**src/rtl/cardinal_nic.sv**
```systemverilog
// Single-slot processor/router network interface: one input buffer and one output buffer, each with a full flag.
// Optional sticky overflow status bit: define NIC_OVERFLOW_FLAG_EN.
module cardinal_nic (
    input  logic        clk,
    input  logic        reset,
    input  logic [1:0]  addr,
    input  logic [63:0] d_in,
    output logic [63:0] d_out,
    input  logic        nicEn,
    input  logic        nicWrEn,
    input  logic        net_si,
    output logic        net_ri,
    input  logic [63:0] net_di,
    output logic        net_so,
    input  logic        net_ro,
    output logic [63:0] net_do,
    input  logic        net_polarity
);

    logic [63:0] ib_q, ib_d;
    logic [63:0] ob_q, ob_d;
    logic        ib_full_q, ib_full_d;
    logic        ob_full_q, ob_full_d;
    logic        rd_en, wr_en;
    logic        ovf;

    assign rd_en  = nicEn & ~nicWrEn;
    assign wr_en  = nicEn & nicWrEn;
    assign net_ri = ~ib_full_q;
    assign net_do = ob_q;
    // Bit 63 of the packet selects the virtual channel; it may only go out on the opposite polarity.
    assign net_so = ob_full_q & net_ro & (net_polarity != ob_q[63]);

    always_comb begin
        d_out = 64'd0;
        if (rd_en) begin
            case (addr)
                2'b00:   d_out = ib_q;
                2'b01:   d_out = {63'd0, ib_full_q};
                2'b10:   d_out = 64'd0;
                default: d_out = {62'd0, ovf, ob_full_q};
            endcase
        end
    end

    always_comb begin
        ib_d      = ib_q;
        ib_full_d = ib_full_q;
        ob_d      = ob_q;
        ob_full_d = ob_full_q;
        if (net_si && !ib_full_q) begin
            ib_d      = net_di;
            ib_full_d = 1'b1;
        end else if (rd_en && (addr == 2'b00) && ib_full_q) begin
            ib_full_d = 1'b0;
        end
        // Injection and a successful write are exclusive: both depend on ob_full_q.
        if (net_so) begin
            ob_full_d = 1'b0;
        end else if (wr_en && (addr == 2'b10) && !ob_full_q) begin
            ob_d      = d_in;
            ob_full_d = 1'b1;
        end
    end

    always_ff @(posedge clk) begin
        if (!reset) begin
            ib_q      <= 64'd0;
            ob_q      <= 64'd0;
            ib_full_q <= 1'b0;
            ob_full_q <= 1'b0;
        end else begin
            ib_q      <= ib_d;
            ob_q      <= ob_d;
            ib_full_q <= ib_full_d;
            ob_full_q <= ob_full_d;
        end
    end

`ifdef NIC_OVERFLOW_FLAG_EN
    logic ovf_q, ovf_d;
    logic wr_drop;

    assign wr_drop = wr_en & (addr == 2'b10) & ob_full_q;

    // A drop in the same cycle as a status read wins, so no overflow is ever lost.
    always_comb begin
        ovf_d = ovf_q;
        if (rd_en && (addr == 2'b11)) ovf_d = 1'b0;
        if (wr_drop) ovf_d = 1'b1;
    end

    always_ff @(posedge clk) begin
        if (!reset) ovf_q <= 1'b0;
        else        ovf_q <= ovf_d;
    end

    assign ovf = ovf_q;
`else
    assign ovf = 1'b0;
`endif

endmodule

```
**config.mk**
```make
export PLATFORM = sky130hd
export DESIGN_NAME = cardinal_nic
export DESIGN_NICKNAME = d
export VERILOG_FILES = /design/src/rtl/cardinal_nic.sv
export SDC_FILE = /design/constraint.sdc
export NUM_CORES = 1
export LEC_CHECK = 0
export CORE_MARGIN = 4
export CORE_UTILIZATION = 41
export DETAILED_ROUTE_END_ITERATION = 10
export PLACE_DENSITY_LB_ADDON = 0.3
export REMOVE_ABC_BUFFERS = 1
export SETUP_SLACK_MARGIN = 0.1
export SLEW_MARGIN = 15
export SYNTH_ARGS = -nofsm -noshare
export SYNTH_HDL_FRONTEND = slang
export SYNTH_SLANG_ARGS = --single-unit
```
**constraint.sdc**
```tcl
create_clock -name clk -period 1.55 [get_ports clk]
set_input_delay 0.31 -clock clk [delete_from_list [all_inputs] [get_ports clk]]
set_output_delay 0.31 -clock clk [all_outputs]
set_load 0.03 [all_outputs]
```
==> results of run 1 <==
[critical path, cell delays in order]
cell,delay (ps)
buf_8,100
nor4b_4,270
buf_6,160
buf_6,100
buf_12,110
buf_16,130
and2_4,160
buf_6,130
[metrics by stage]
stage	cells	hold WS [ps]	area (um2)	worst slack, ps	utilization, %
2_1_floorplan	593	427	5200	-3280	-
4_1_cts	1101	258	9530	-193	74.3
3_3_place_gp	1058	442	8310	-480	64.8
3_5_place_dp	1058	447	8310	-514	64.8
5_1_grt	1102	274	9450	-309	73.7
6_report	1102	276	9450	-246	73.7
[worst paths after layout]
kind         cells past startpoint       start  slack (ps)         end
min reg2reg                      2  net_do[35]         460  net_do[35]
min                              2       reset         280   ib_full_q
max reg2reg                      6   ib_full_q         150    ib_q[10]
max                              8     nicWrEn        -250   d_out[58]
[logic make-up (layout without fill, tap and decap cells)]
kind of cell / after synthesis / in the layout / share of synthesized area (%)
and+or+nand+nor: 329 / 329 / 26.2
DFF: 130 / 130 / 47.6
AOI/OAI and AO/OA: 67 / 67 / 9.17
muxes: 65 / 65 / 11.9
buffers and inverters: 49 / 338 / 5.08
xor gates and xnor gates: 1 / 1 / 0.160
[power by group through the flow]
stage | combinational (uW) | sequential (uW) | clock, uW
2_1_floorplan | 339 | 3680 | 0
3_5_place_dp | 1070 | 3630 | 0
3_3_place_gp | 1040 | 3620 | 0
6_report | 1140 | 3580 | 3850
4_1_cts | 1130 | 3570 | 3920
5_1_grt | 1220 | 3590 | 4070
[timing repair]
item | 4_1_cts | 5_1_grt
setup endpoints to repair | 180 | 93
cloned | 5 | 1
gates resized for setup | 316 | 42
pin swaps | 36 | 20
setup buffers | 9 | 0
[placed cells by master (no fill, tap or decap), types with 2 or more instances in the layout]
cell type / instances
nand2_1: 257
clkdlybuf4s50_1: 131
dfxtp_1: 128
buf_6: 68
mux2i_1: 65
and2_4: 63
a21boi_0: 62
clkdlybuf4s15_2: 37
clkbuf_2: 25
buf_4: 20
clkbuf_16: 18
buf_12: 16
buf_16: 5
clkinv_2: 4
clkbuf_8: 4
buf_2: 3
a21boi_1: 2
clkbuf_1: 2
bufinv_16: 2
dfxtp_2: 2
[layout make-up]
type	count	area (um2)
clock inverters	6	80.1
multi-input cells	462	2770
well taps	172	215
repair buffers	308	3290
fillers	826	3370
clock buffers	23	488
flip-flops and latches	130	2610
inverters	1	3.75
[synth_stat cells]
cell / count
a21boi_0: 64
and2_1: 63
and3_1: 1
and3b_1: 1
buf_2: 15
buf_4: 1
buf_6: 1
buf_8: 5
clkbuf_1: 20
clkbuf_2: 6
dfxtp_1: 130
inv_1: 1
mux2i_1: 65
nand2_1: 257
nand2b_1: 1
nand3_1: 1
nand4b_1: 1
nor2_1: 2
nor2b_1: 1
nor4b_4: 1
o21a_1: 1
o21ai_0: 1
o2bb2ai_1: 1
xor2_1: 1
[routing by layer]
| layer | share of wire, % | track usage [%] |
|---|---|---|
| met1 | 36 | 24.0 |
| met2 | 49 | 41.0 |
| met3 | 12 | 11.3 |
| met4 | 2.9 | 10.2 |
| met5 | 0 | 0 |
[state kept, by name, summed over array words and instances (netlist names)]
name and count:
net_do 64, ob_full_q 1, ib_full_q 1, ib_q 64
==> results.txt, run 1 <==
CTS Root Cell: clkbuf_16
Routed WL per cell: 17.1 um
Startpoint Class: primary input
Post-Syn Area: 0.00547 mm2
Clk buf depth: 2
Total overflow reported by the global router: 0
Drt total wl: 18.8 mm
Drt first pass iters: 4
DR DRC count: 0
Outcome: finished with violations
Leakage: 0.00384 uW
Area delta synth->final: 72.7%
I/O pin count: 267
Pint: 6610 uW
Switching power: 1960 uW
Setup ws final: -246 ps
Antenna diode count: 0
CTS Buf Count: 17
Clock skew: 8.93 ps
Period minus WS final: 1800 ps
Reg power frac: 41.7%
CTS tree: built
Die Area: 0.0153 mm2
Hold buffers post-CTS: 0
Setup_tns: -10790 ps
CP Capture Type: primary output
Via density per instance: 4.93
Final Hold Fails: 0
Final ANT Viol Nets: 0
Switch share: 22.9%
Cell variety after synth: 24
Maximum clock rate: 557 MHz
RSZ-0062 raised after global routing: yes
Vias in the first global route: 5428
Gr usage total: 23.6%
Yosys top cell area share: 47.6%
Final Max Tran Viols: 0
Core area: 0.0128 mm2
CP max FO: 8
H-tree depth: 4
Worst-margin pin slew: 302 ps
Worst endpoint required time: 1240 ps
Failing checks: setup timing
Clk pwr share: 44.9%
Endpoints failing setup: 65
Yosys Warn Count: 0
Maxcap violations: 0
IO buf count: 266
Initial antenna violation count: 0
Pwr Density: 906 mW/mm2
Comb power frac: 13.3%
Die extent in y: 124 um
Largest net degree at the start of global routing: 74
Layout cell share with drive strength beyond 1: 29.2%
Post-synthesis register bit count: 130
Die outline width: 124 um
Post-Syn Instances: 641
Post-synthesis sequential area ratio: 47.6%
Worst slew margin: 80.0%
Crit path DAT: 1490 ps
Hold WC Path Type: primary input to flip-flop
Dpl hpwl: 12.1 mm
Top cells by area, synth: dfxtp_1, nand2_1, mux2i_1
Worst-path clk slew: 50 ps
Global-route wire length before repair: 27.4 mm
Final period util: 116%
Sink Count: 130
Area leader, netlist: dfxtp_1
Peak supply drop: 0.000632 V
Starting Density: 42.7%
Routed vias: 5437
DRT iter0 DRCs: 339
# rows: 41
Avg Synthesized Cell Area: 8.54 um2
Total Nets Final: 1057
Gp weighted congestion: 0.769
Total power: 8570 uW
Clk_lat worst skew: 410 ps
Crit Path Category: primary input to primary output
Power figures use the tool's default switching activity.
==> run 2, diff against run 1 <==
Settings changed: CORE_ASPECT_RATIO from default to 0.75.
==> results.txt, run 2 (synthesis gave the netlist of run 1 again) <==
Worst-margin pin slew: 325 ps (was 302 ps)
Sink Count: 130 (unchanged)
CTS Buf Count: 17 (unchanged)
Worst-path clk slew: 50 ps (about the same)
Worst endpoint required time: 1240 ps (about the same)
Dpl cells: 1055 (was 1058)
Hold Path Sink: ib_full_q (unchanged)
Die Area: 0.0153 mm2 (about the same)
Clk_lat worst skew: 400 ps (was 410 ps)
Clk pwr share: 47.6% (was 44.9%)
Layout cell share with drive strength beyond 1: 29.3% (was 29.2%)
Vias in the first global route: 5503 (was 5428)
DR DRC count: 0 (unchanged)
Initial antenna violation count: 0 (unchanged)
Dpl hpwl: 12.0 mm (was 12.1 mm)
FF-to-FF Start: ib_full_q (unchanged)
Worst slew margin: 78.4% (was 80.0%)
Peak supply drop: 0.000733 V (was 0.000632 V)
Global-route wire length before repair: 27.8 mm (was 27.4 mm)
Crit path DAT: 1480 ps (was 1490 ps)
Routed vias: 5318 (was 5437)
Hold Worst Slack: 270 ps (was 276 ps)
Total overflow reported by the global router: 0 (unchanged)
Final Max Tran Viols: 0 (unchanged)
Period minus WS final: 1790 ps (was 1800 ps)
Starting Density: 42.0% (was 42.7%)
DRT iter0 DRCs: 225 (was 339)
# rows: 36 (was 41)
Non-filler cells, final: 1104 (was 1102)
Core area: 0.0130 mm2 (was 0.0128 mm2)
Switch share: 23.1% (was 22.9%)
CP Capture Type: primary output (unchanged)
R2R Setup Slk: 310 ps (was 150 ps)
Filler cell count: 923 (was 826)
Reg power frac: 39.6% (was 41.7%)
Routed WL per cell: 16.5 um (was 17.1 um)
Clk buf depth: 2 (unchanged)
Final ANT Viol Nets: 0 (unchanged)
Switching power: 2080 uW (was 1960 uW)
Hold Path Depth: 2 (unchanged)
Area delta synth->final: 73.6% (was 72.7%)
Leakage: 0.00388 uW (was 0.00384 uW)
Crit path max-delay family: buffers and inverters (unchanged)
Clock skew: 7.46 ps (was 8.93 ps)
Most frequent cells in the layout: nand2_1, clkdlybuf4s50_1, dfxtp_1, mux2i_1, buf_6 (was nand2_1, clkdlybuf4s50_1, dfxtp_1, buf_6, mux2i_1)
Crit-path slowest cell: nor4b_4 (unchanged)
Comb power frac: 12.7% (was 13.3%)
Worst-path cell chain: buf_8 > nor4b_4 > buf_6 > buf_12 > clkbuf_16 > and2_4 > buf_6 (was buf_8 > nor4b_4 > buf_6 > buf_6 > buf_12 > buf_16 > and2_4 > buf_6)
Hold path startpoint: reset (unchanged)
Failing checks: setup timing (unchanged)
Drt first pass iters: 4 (unchanged)
CP peak stage delay: 330 ps (was 270 ps)
Startpoint Class: primary input (unchanged)
Gp weighted congestion: 0.847 (was 0.769)
Antenna diode count: 0 (unchanged)
CTS Root Cell: clkbuf_16 (unchanged)
CP max FO: 8 (unchanged)
Area of the multi-input gates: 0.00277 mm2 (about the same)
Total power: 8980 uW (was 8570 uW)
Most numerous cell on the critical path: buf_6 (unchanged)
Reg2reg end: ib_q[61] (was ib_q[10])
Pint: 6900 uW (was 6610 uW)
CTS tree: built (unchanged)
Reg2reg path depth: 5 (was 6)
Gr usage total: 23.0% (was 23.6%)
IO buf count: 266 (unchanged)
Outcome: finished with violations (unchanged)
Maximum clock rate: 560 MHz (was 557 MHz)
Endpoints failing setup: 65 (unchanged)
Final period util: 115% (was 116%)
Largest net degree at the start of global routing: 64 (was 74)
Most common cell after layout, fill and taps aside: nand2_1 (unchanged)
Die outline width: 141 um (was 124 um)
Total Nets Final: 1057 (unchanged)
RSZ-0062 raised after global routing: yes (unchanged)
Setup ws final: -235 ps (was -246 ps)
Pwr Density: 945 mW/mm2 (was 906 mW/mm2)
H-tree depth: 4 (unchanged)
Hold WC Path Type: primary input to flip-flop (unchanged)
Critical path buffer and inverter count: 5 (was 6)
Crit Path Category: primary input to primary output (unchanged)
Register Area: 0.00261 mm2 (about the same)
Via density per instance: 4.82 (was 4.93)
I/O pin count: 267 (unchanged)
Drt total wl: 18.2 mm (was 18.8 mm)
Maxcap violations: 0 (unchanged)
Final Hold Fails: 0 (unchanged)
Die extent in y: 108 um (was 124 um)
## run 2: changes by cell type in the layout (fill, tap and decap cells not counted), moves of 3 or more
cell / change
clkdlybuf4s15_2: -14
clkbuf_2: +10
buf_12: +6
clkdlybuf4s15_1: +4
clkinv_2: -4
buf_4: -3
buf_6: -3
clkinv_4: +3
clkinvlp_4: +3
## run 2: final cells by class
cell class / instances / area share (%)
Clock inverter: 11 / 1.87
Inverter: 1 / 0.0395
Tap cell: 171 / 2.25
Sequential cell: 130 / 27.5
Timing Repair Buffer: 308 / 34.4
Clock buffer: 21 / 4.85
Multi-Input combinational cell: 462 / 29.2
## run 2: worst max-delay path by stage
stage            start  cells past startpoint  slack [ps]        end
2_1_floorplan  addr[0]                      3       -3280  net_do[0]
5_1_grt        addr[0]                      7        -280   d_out[9]
6_report       addr[0]                      7        -240   d_out[9]
3_3_place_gp   addr[1]                      5        -510  d_out[56]
4_1_cts        nicWrEn                      7        -210  d_out[32]
3_5_place_dp   addr[1]                      5        -550  d_out[47]
## run 2: worst reg2reg max path: stages (launching register included)
cell and delay (ps):
dfxtp_4 340, buf_4 140, nor2b_4 220, buf_12 200, nand2_1 90, a21boi_0 180
## run 2: what timing repair did
action                                  in CTS  in global routing
setup buffers                               11                  1
endpoints found under the setup margin     192                101
hold buffers                                 0                  0
resized for setup                          303                 52
pin swaps                                   47                 23
cloned                                       6                  1
## run 2: power by group through the flow
stage | clock, uW | sequential (uW) | combinational, uW
floorplan | 0 | 3680 | 339
global placement | 0 | 3620 | 1060
detailed placement | 0 | 3620 | 1080
CTS | 4350 | 3560 | 1150
global route | 4490 | 3580 | 1230
finish | 4280 | 3560 | 1140
## run 2: per-layer routing
metal  vias up  GRT usage [%]  routed length [um]
met5         -              0                   0
met4         0           8.63                 595
met3        41           5.44                1160
met2       188           40.7                9130
met1      2492           27.1                7300
li1       2597              -                   -
## run 2: stage by stage
| step | util, % | area [um2] | TNS (ps) | setup slack, ps |
|---|---|---|---|---|
| after CTS | 74.2 | 9650 | -10610 | -208 |
| after detailed placement | 63.9 | 8320 | -57830 | -551 |
| after floorplan | - | 5200 | -330120 | -3280 |
| final | 73.0 | 9500 | -12090 | -235 |
| after global placement | 63.9 | 8320 | -52030 | -512 |
| after global routing | 73.0 | 9500 | -15190 | -276 |
==> run 3, diff against run 2 <==
Settings changed: CTS_CLUSTER_DIAMETER from default to 100, SKIP_LAST_GASP from default to 1.
==> results.txt, run 3 (synthesis gave the netlist of run 1 again) <==
Gr usage total: 22.7% (was 23.0%)
Most common cell after layout, fill and taps aside: nand2_1 (unchanged)
Die extent in y: 108 um (unchanged)
Comb power frac: 12.7% (about the same)
Worst-path cell chain: buf_8 > nor4b_4 > buf_6 > buf_12 > clkbuf_16 > and2_4 > buf_6 (unchanged)
Final ANT Viol Nets: 0 (unchanged)
Layout cell share with drive strength beyond 1: 29.3% (unchanged)
Startpoint Class: primary input (unchanged)
Failing checks: setup timing (unchanged)
Clk_lat worst skew: 410 ps (was 400 ps)
Period minus WS final: 1790 ps (about the same)
Crit path max-delay family: buffers and inverters (unchanged)
Total Nets Final: 1057 (unchanged)
RSZ-0062 raised after global routing: yes (unchanged)
Hold Path Depth: 2 (unchanged)
Clk pwr share: 47.6% (about the same)
Drt first pass iters: 4 (unchanged)
Gp weighted congestion: 0.847 (unchanged)
Area delta synth->final: 73.6% (unchanged)
DR DRC count: 0 (unchanged)
DRT iter0 DRCs: 236 (was 225)
Final Hold Fails: 0 (unchanged)
Total power: 8980 uW (about the same)
Worst-margin pin slew: 324 ps (was 325 ps)
Reg2reg path depth: 5 (unchanged)
Final core utilization: 73.0% (unchanged)
Routed WL per cell: 16.4 um (was 16.5 um)
Crit. path cell count: 7 (unchanged)
Worst-path clk slew: 50 ps (about the same)
Crit-path slowest cell: nor4b_4 (unchanged)
Antenna diode count: 0 (unchanged)
Peak supply drop: 0.000734 V (was 0.000733 V)
Die outline width: 141 um (unchanged)
Worst slew margin: 78.5% (was 78.4%)
Dpl hpwl: 12.0 mm (unchanged)
Via density per instance: 4.83 (was 4.82)
H-tree depth: 4 (unchanged)
CP max FO: 8 (unchanged)
Sink Count: 130 (unchanged)
Place WS: -551 ps (unchanged)
Reg power frac: 39.7% (was 39.6%)
Routed vias: 5333 (was 5318)
Hold WC Path Type: primary input to flip-flop (unchanged)
Drt total wl: 18.1 mm (was 18.2 mm)
Largest net degree at the start of global routing: 64 (unchanged)
Die Area: 0.0153 mm2 (unchanged)
Most numerous cell on the critical path: buf_6 (unchanged)
Switch share: 23.1% (about the same)
Pwr Density: 945 mW/mm2 (about the same)
CTS tree: built (unchanged)
I/O pin count: 267 (unchanged)
Final period util: 115% (about the same)
Maximum clock rate: 559 MHz (was 560 MHz)
CTS Buf Count: 17 (unchanged)
Total overflow reported by the global router: 0 (unchanged)
Pint: 6900 uW (about the same)
Hold buffers post-CTS: 0 (unchanged)
Global-route wire length before repair: 27.6 mm (was 27.8 mm)
Clock skew: 9.08 ps (was 7.46 ps)
Maxcap violations: 0 (unchanged)
CP peak stage delay: 340 ps (was 330 ps)
Endpoints failing setup: 65 (unchanged)
Setup ws final: -238 ps (was -235 ps)
Most frequent cells in the layout: nand2_1, clkdlybuf4s50_1, dfxtp_1, mux2i_1, buf_6 (unchanged)
Initial antenna violation count: 0 (unchanged)
Worst endpoint required time: 1240 ps (about the same)
Crit path DAT: 1480 ps (about the same)
Leakage: 0.00388 uW (unchanged)
Clk buf depth: 2 (unchanged)
Outcome: finished with violations (unchanged)
# rows: 36 (unchanged)
CTS Root Cell: clkbuf_16 (unchanged)
Vias in the first global route: 5488 (was 5503)
Switching power: 2070 uW (was 2080 uW)
Final Max Tran Viols: 0 (unchanged)
Core area: 0.0130 mm2 (unchanged)
Critical path buffer and inverter count: 5 (unchanged)
IO buf count: 266 (unchanged)
CP Capture Type: primary output (unchanged)
Crit Path Category: primary input to primary output (unchanged)
Starting Density: 42.0% (unchanged)
run 3: cell counts in the layout (fill, tap and decap cells not counted):
No cell type changed its count.
run 3: repair_timing:
item | 4_1_cts | 5_1_grt
setup buffers | 11 | 1
cloned | 6 | 1
pin swaps | 46 | 24
setup endpoints to repair | 192 | 102
resized for setup | 289 | 66
run 3: final timing paths:
check | start | end | slack (ps)
hold reg to reg | net_do[29] | net_do[29] | 450
setup / recovery | addr[0] | d_out[15] | -240
setup reg to reg | ib_full_q | ib_q[61] | 330
hold / removal | reset | ib_full_q | 270
run 3: stage by stage:
step / TNS, ps / cells / hold WS [ps] / cell area, um2
global placement: -52030 / 1055 / 442 / 8320
CTS: -10700 / 1104 / 254 / 9620
detailed placement: -57830 / 1055 / 450 / 8320
finish: -12200 / 1104 / 269 / 9500
floorplan: -330120 / 593 / 427 / 5200
global route: -15180 / 1104 / 260 / 9500
run 3: power groups by stage:
stage | registers (uW) | logic, uW | clock network [uW]
final | 3560 | 1140 | 4270
after global routing | 3580 | 1230 | 4490
after CTS | 3560 | 1150 | 4350
after detailed placement | 3620 | 1080 | 0
after global placement | 3620 | 1060 | 0
after floorplan | 3680 | 339 | 0
run 3: routing by layer:
| metal | vias up | GRT usage, % | wire length (um) |
|---|---|---|---|
| met2 | 192 | 40.1 | 9180 |
| met3 | 36 | 5.35 | 1150 |
| met1 | 2501 | 26.9 | 7240 |
| met5 | - | 0 | 0 |
| met4 | 0 | 8.84 | 561 |
| li1 | 2604 | - | - |
run 3: final cells by class:
| type | instances | area, um2 |
|---|---|---|
| Fill cell | 928 | 3520 |
| Inverter | 1 | 3.75 |
| Tap cell | 171 | 214 |
| Clock buffer | 21 | 460 |
| Timing Repair Buffer | 308 | 3260 |
| Clock inverter | 11 | 178 |
| Sequential cell | 130 | 2610 |
| Multi-Input combinational cell | 462 | 2770 |
run 3: worst register-to-register path, cell delays in order (launching register included):
cell and delay [ps]:
dfxtp_4 340, buf_4 140, nor2b_4 220, buf_12 200, nand2_1 80, a21boi_0 170
